`config.mk`:
```
export PLATFORM = sky130hd
export DESIGN_NAME = cf_buffer_sched_flat
export DESIGN_NICKNAME = d
export VERILOG_FILES = /design/src/rtl/rv32i_types.sv /design/src/rtl/cf_buffer_sched_if.sv /design/src/rtl/cf_buffer_sched.sv /design/src/flat_wrapper.sv
export SDC_FILE = /design/constraint.sdc
export NUM_CORES = 1
export LEC_CHECK = 0
export ABC_AREA = 1
export BUFFER_PORTS_ARGS = -buffer_cell sky130_fd_sc_hd__buf_2
export CAP_MARGIN = 20
export CORE_MARGIN = 4
export CORE_UTILIZATION = 26
export CTS_CLUSTER_DIAMETER = 80
export DETAILED_ROUTE_END_ITERATION = 16
export PLACE_DENSITY = 0.59
export SLEW_MARGIN = 20
export SYNTH_ARGS = -nofsm -noshare
export SYNTH_HDL_FRONTEND = slang
export SYNTH_SLANG_ARGS = --single-unit
export TNS_END_PERCENT = 5
```
`constraint.sdc`:
```
create_clock -name clk -period 3.2 [get_ports clk]
set_input_delay 0.32 -clock clk [delete_from_list [all_inputs] [get_ports clk]]
set_output_delay 0.32 -clock clk [all_outputs]
set_load 0.02 [all_outputs]
```
`src/rtl/rv32i_types.sv`:
```
// Shared types for the control-flow buffer scheduler.
package rv32i_types;

   typedef enum logic [1:0] {
      CF_RUN   = 2'd0,
      CF_FLUSH = 2'd1,
      CF_HOLD  = 2'd2
   } cf_state_t;

   localparam int CF_BUF_DEPTH = 16;

endpackage

```
`src/rtl/cf_buffer_sched_if.sv`:
```
// Fetch/commit/control-buffer signal bundle around the control-flow scheduler.
interface cf_buffer_sched_if #(
   parameter int DATA_WIDTH = 32
);
   // Handshakes: a transfer happens on a clock edge where valid && ready are both 1;
   // ready may depend on valid, and the requester holds valid and data until accepted.
   logic                  pred_valid;
   logic [DATA_WIDTH-1:0] pred_pc;
   logic                  pred_ready;
   logic                  br_valid;
   logic [DATA_WIDTH-1:0] br_actual_pc;
   logic                  br_ready;
   logic                  buf_enqueue;
   logic [DATA_WIDTH-1:0] buf_wdata;
   logic                  buf_dequeue;
   logic [DATA_WIDTH-1:0] buf_head;
   logic                  buf_full;
   logic                  buf_empty;
   logic                  buf_clear;
   logic                  flush;
   logic                  redirect_valid;
   logic [DATA_WIDTH-1:0] redirect_pc;

   modport master (
      output pred_valid, pred_pc, br_valid, br_actual_pc,
      output buf_head, buf_full, buf_empty,
      input  pred_ready, br_ready, buf_enqueue, buf_wdata, buf_dequeue,
      input  buf_clear, flush, redirect_valid, redirect_pc
   );

   modport slave (
      input  pred_valid, pred_pc, br_valid, br_actual_pc,
      input  buf_head, buf_full, buf_empty,
      output pred_ready, br_ready, buf_enqueue, buf_wdata, buf_dequeue,
      output buf_clear, flush, redirect_valid, redirect_pc
   );
endinterface

```
`src/rtl/cf_buffer_sched.sv`:
```
// Push/pop sequencing for the predicted-next-PC buffer with flush/redirect on mispredict.
module cf_buffer_sched
   import rv32i_types::*;
#(
   parameter int DATA_WIDTH = 32,
   parameter int FLUSH_HOLD = 2,
   parameter int CNT_WIDTH  = 32
) (
   input  logic                 clk,
   input  logic                 rst,
   cf_buffer_sched_if.slave     bus,
   output logic [CNT_WIDTH-1:0] br_count,
   output logic [CNT_WIDTH-1:0] mispred_count,
   output cf_state_t            cf_state
);

   localparam int HOLD_W = (FLUSH_HOLD > 1) ? $clog2(FLUSH_HOLD) : 1;
   localparam logic [HOLD_W-1:0] HOLD_LOAD = HOLD_W'((FLUSH_HOLD > 0) ? FLUSH_HOLD - 1 : 0);
   localparam logic HAS_HOLD = (FLUSH_HOLD > 0);

   cf_state_t             state, next_state;
   logic [HOLD_W-1:0]     hold_cnt, hold_nxt;
   logic                  pulse_q;
   logic [DATA_WIDTH-1:0] redirect_q;
   logic                  pop, mis, push;

   // A mispredict blocks the same-cycle push so nothing lands in a buffer about to be cleared.
   always_comb begin
      pop  = bus.br_valid && bus.br_ready;
      mis  = pop && (bus.buf_head != bus.br_actual_pc);
      push = bus.pred_valid && bus.pred_ready;
   end

   assign bus.br_ready       = (state == CF_RUN) && !bus.buf_empty;
   assign bus.pred_ready     = (state == CF_RUN) && !bus.buf_full && !mis;
   assign bus.buf_enqueue    = push;
   assign bus.buf_wdata      = bus.pred_pc;
   assign bus.buf_dequeue    = pop;
   assign bus.flush          = pulse_q;
   assign bus.redirect_valid = pulse_q;
   assign bus.buf_clear      = pulse_q;
   assign bus.redirect_pc    = redirect_q;
   assign cf_state           = state;

   always_comb begin
      next_state = state;
      hold_nxt   = hold_cnt;
      case (state)
         CF_RUN: begin
            if (mis) next_state = CF_FLUSH;
         end
         CF_FLUSH: begin
            if (HAS_HOLD) begin
               next_state = CF_HOLD;
               hold_nxt   = HOLD_LOAD;
            end else begin
               next_state = CF_RUN;
            end
         end
         CF_HOLD: begin
            if (hold_cnt == '0) next_state = CF_RUN;
            else                hold_nxt   = hold_cnt - HOLD_W'(1);
         end
         default: next_state = CF_RUN;
      endcase
   end

   // Pulses are registered from the next state so they line up with the FLUSH cycle.
   always_ff @(posedge clk) begin
      if (!rst) begin
         state         <= CF_RUN;
         hold_cnt      <= '0;
         pulse_q       <= 1'b0;
         redirect_q    <= '0;
         br_count      <= '0;
         mispred_count <= '0;
      end else begin
         state    <= next_state;
         hold_cnt <= hold_nxt;
         pulse_q  <= (next_state == CF_FLUSH);
         if (mis) begin
            redirect_q    <= bus.br_actual_pc;
            mispred_count <= mispred_count + CNT_WIDTH'(1);
         end
         if (pop) br_count <= br_count + CNT_WIDTH'(1);
      end
   end

endmodule

```
`src/flat_wrapper.sv`:
```
// flat-port wrapper written by rule: the top's interface ports become plain ports
module cf_buffer_sched_flat import rv32i_types::*;
#(
   parameter int DATA_WIDTH = 32,
   parameter int FLUSH_HOLD = 2,
   parameter int CNT_WIDTH  = 32
)
  (clk, rst, br_count, mispred_count, cf_state, bus_pred_valid, bus_pred_pc, bus_br_valid, bus_br_actual_pc, bus_buf_head, bus_buf_full, bus_buf_empty, bus_pred_ready, bus_br_ready, bus_buf_enqueue, bus_buf_wdata, bus_buf_dequeue, bus_buf_clear, bus_flush, bus_redirect_valid, bus_redirect_pc);
  cf_buffer_sched_if #(.DATA_WIDTH(DATA_WIDTH)) bus_i ();
  input  logic clk;
  input  logic rst;
  output logic [CNT_WIDTH-1:0] br_count;
  output logic [CNT_WIDTH-1:0] mispred_count;
  output cf_state_t cf_state;
  input wire logic [$bits(bus_i.pred_valid)-1:0] bus_pred_valid;
  input wire logic [$bits(bus_i.pred_pc)-1:0] bus_pred_pc;
  input wire logic [$bits(bus_i.br_valid)-1:0] bus_br_valid;
  input wire logic [$bits(bus_i.br_actual_pc)-1:0] bus_br_actual_pc;
  input wire logic [$bits(bus_i.buf_head)-1:0] bus_buf_head;
  input wire logic [$bits(bus_i.buf_full)-1:0] bus_buf_full;
  input wire logic [$bits(bus_i.buf_empty)-1:0] bus_buf_empty;
  output wire logic [$bits(bus_i.pred_ready)-1:0] bus_pred_ready;
  output wire logic [$bits(bus_i.br_ready)-1:0] bus_br_ready;
  output wire logic [$bits(bus_i.buf_enqueue)-1:0] bus_buf_enqueue;
  output wire logic [$bits(bus_i.buf_wdata)-1:0] bus_buf_wdata;
  output wire logic [$bits(bus_i.buf_dequeue)-1:0] bus_buf_dequeue;
  output wire logic [$bits(bus_i.buf_clear)-1:0] bus_buf_clear;
  output wire logic [$bits(bus_i.flush)-1:0] bus_flush;
  output wire logic [$bits(bus_i.redirect_valid)-1:0] bus_redirect_valid;
  output wire logic [$bits(bus_i.redirect_pc)-1:0] bus_redirect_pc;
  assign bus_i.pred_valid = bus_pred_valid;
  assign bus_i.pred_pc = bus_pred_pc;
  assign bus_i.br_valid = bus_br_valid;
  assign bus_i.br_actual_pc = bus_br_actual_pc;
  assign bus_i.buf_head = bus_buf_head;
  assign bus_i.buf_full = bus_buf_full;
  assign bus_i.buf_empty = bus_buf_empty;
  assign bus_pred_ready = bus_i.pred_ready;
  assign bus_br_ready = bus_i.br_ready;
  assign bus_buf_enqueue = bus_i.buf_enqueue;
  assign bus_buf_wdata = bus_i.buf_wdata;
  assign bus_buf_dequeue = bus_i.buf_dequeue;
  assign bus_buf_clear = bus_i.buf_clear;
  assign bus_flush = bus_i.flush;
  assign bus_redirect_valid = bus_i.redirect_valid;
  assign bus_redirect_pc = bus_i.redirect_pc;
  cf_buffer_sched #(.DATA_WIDTH(DATA_WIDTH), .FLUSH_HOLD(FLUSH_HOLD), .CNT_WIDTH(CNT_WIDTH)) u_core (.clk(clk), .rst(rst), .bus(bus_i), .br_count(br_count), .mispred_count(mispred_count), .cf_state(cf_state));
endmodule
```
==> metrics <==
Final GP Congestion 0.896; total CTS buffers 9; Max Slew Vio Count 0; chip width 160 um; Final Setup Violations 0; gr usage total 14.2%; WL/cell about 14 um; CP startpoint kind register; worst clock skew 8.81 ps; sequential share of the synthesized area 33.2%; Layout area overhead 19.7%; maximum clock frequency 406 MHz; die area 25700 um^2; layout cells sized above 1 22.4%; PD cells 393 nW/um^2; relative slew slack between 50 and 60%; Netlist cell types 33; DP Worst Slack 960 ps; Max stage delay cell, worst path inv_2; CTS H-tree lvls 3; post-route cell area between 7000 and 8000 um^2; most common cell in the netlist nand2_1; initial core utilization 26.5%; Synth Instances 918; Top Ports approximately 240; Mean Syn Cell Area 6.57 um^2; setup TNS 0 ps; initial antenna violation count 0; RSZ-0062 raised after global routing no; std cell rows 55; Final min period 2470 ps; gr ovfl total 0; total wire length 18.6 mm; clock root buffer clkbuf_16; ys flop type dfxtp_1; static leakage between 0.003 and 0.004 uW; worst-skew pair later-pin latency 350 ps; Die Y 160 um; Async S/R FF share, synth 0%; number of diodes 0; pin count of the biggest net entering global routing 65; Mapped Area 6030 um^2; Largest stage delay, worst path 390 ps; syn nets 1025; Final WS setup 735 ps; critical-path cell list inv_1, ha_1, nand3_2, inv_2, nand2_2, nand2_1, nor2_1, buf_2; hold_buf cts 0; router iterations before antenna repair 5; outcome finished clean; Hold Startpoint bus_br_actual_pc[21]; Worst Hold Class in -> reg; number of global-route vias before repair between 5000 and 6000; drt drc 0; Tcrit/Tclk final between 70% and 80%; Worst Max-Slew Pin Slew between 700 and 800 ps; Reg-to-Reg Start u_core.cf_state[0]; worst setup path class reg -> out; Max VDD drop 0.305 mV; Avg Vias per Cell 4.57; CP Max Fanout 18; DP Area around 6900 um^2; Via Count 6091; number of synthesized register bits 100; EDFF count, synth 0; core box area 22700 um^2; Final Hold Vio Count 0; Yosys top cell area share between 30% and 40%; post-CTS setup buffer count 0; max-cap violation count 0; Reg clk slew, reported paths around 80 ps; Buffers on Ports 174; synth top area cells dfxtp_1, nand2_1, a21oi_1; clock sink count 100; DRT antenna net count 0; Critical Path RT between 2000 and 3000 ps; maximum clock path buffer count 2; Yosys warnings 0; Post-DP HPWL 13.8 mm; CTS tree built; # fillers 2521; First DRT Iteration DRCs about 370; nature of the critical path endpoint output pin; most frequent cells after synthesis nand2_1, dfxtp_1, nor2_1, a21oi_1, nand3_1; WP data arrival 2150 ps; post-CTS resize count 0; Final nets 1150; global-route wire length before repair 30.3 mm; cell taking the most area after synthesis dfxtp_1; crit path launch u_core.cf_state[0]
==> state kept, by name, summed over array words and instances (netlist names) <==
name	cells
u_core.cf_state	2
u_core.bus.redirect_pc	32
u_core.hold_cnt	1
u_core.mispred_count	32
u_core.br_count	32
u_core.bus.buf_clear	1
==> metal layers <==
layer | wire [um] | vias to the layer above | global-route usage, %
met5 | 0 | - | 0
met4 | 265 | 0 | 3.68
met3 | 993 | 17 | 3.25
met2 | 9070 | 136 | 24.7
met1 | 8220 | 2789 | 17.9
li1 | - | 3149 | -
==> metrics by stage <==
stage          hold WS, ps  util (%)  total power (uW)  instances
2_1_floorplan          464         -              1580        918
3_3_place_gp           446      30.3              1640       1317
3_5_place_dp           451      30.3              1650       1317
4_1_cts                241      31.8              2900       1333
5_1_grt                248      31.8              2970       1333
6_report               259      31.8              2840       1333
==> report_power, final <==
part | switching (uW) | internal, uW | total, uW | leakage [uW]
clock network | 511 | 713 | 1220 | 0.000161
registers | 19.3 | 1270 | 1290 | 0.000810
logic | 205 | 118 | 323 | 0.00205
==> placed cells by master (no fill, tap or decap), types with 6 or more instances in the layout <==
cell type and count:
buf_4 6, nor2_1 93, buf_2 174, nor2_2 9, nand3b_1 16, inv_2 7, xnor2_1 28, clkbuf_16 9
nand4_1 9, a21oi_1 86, nor3_1 15, inv_1 59, xor2_1 18, o21ai_0 11, nand3_1 80, dfxtp_1 100
nand2_1 284, nand2_2 9
==> area by class of cell <==
| type | count | area (um^2) | share of cell area, % |
|---|---|---|---|
| repair buffers | 181 | 936 | 13.0 |
| clock buffers | 11 | 243 | 3.37 |
| well taps | 285 | 357 | 4.94 |
| flip-flops and latches | 100 | 2000 | 27.8 |
| multi-input cells | 685 | 3350 | 46.4 |
| clock inverters | 5 | 82.6 | 1.14 |
| inverters | 66 | 248 | 3.43 |
==> cells by family (layout without fill, tap and decap cells) <==
| family | Yosys count | count (layout) | synth area share [%] |
|---|---|---|---|
| compound gates | 103 | 103 | 8.70 |
| flops | 100 | 100 | 33.2 |
| xor+xnor | 46 | 46 | 6.68 |
| fa+ha+maj | 5 | 5 | 1.04 |
| buf+inv | 133 | 263 | 11.4 |
| simple gates | 531 | 531 | 39.0 |
==> worst paths after layout <==
kind	to	slack (ps)	depth (start not counted)
worst max-delay path	bus_buf_enqueue	730	8
worst min-delay path	u_core.bus.redirect_pc[21]	260	3
worst max register to register	u_core.br_count[14]	1020	11
worst min register to register	u_core.bus.redirect_pc[24]	460	2
==> worst max-delay path, delay by kind of cell, from the launching register on <==
kind / cells / cell delay [ps]
adder cells (fa/ha/maj): 1 / 210
buffers and inverters: 3 / 660
flip-flops: 1 / 330
AND/OR/NAND/NOR: 4 / 580
No activity file was read; power rests on OpenSTA's default activity.
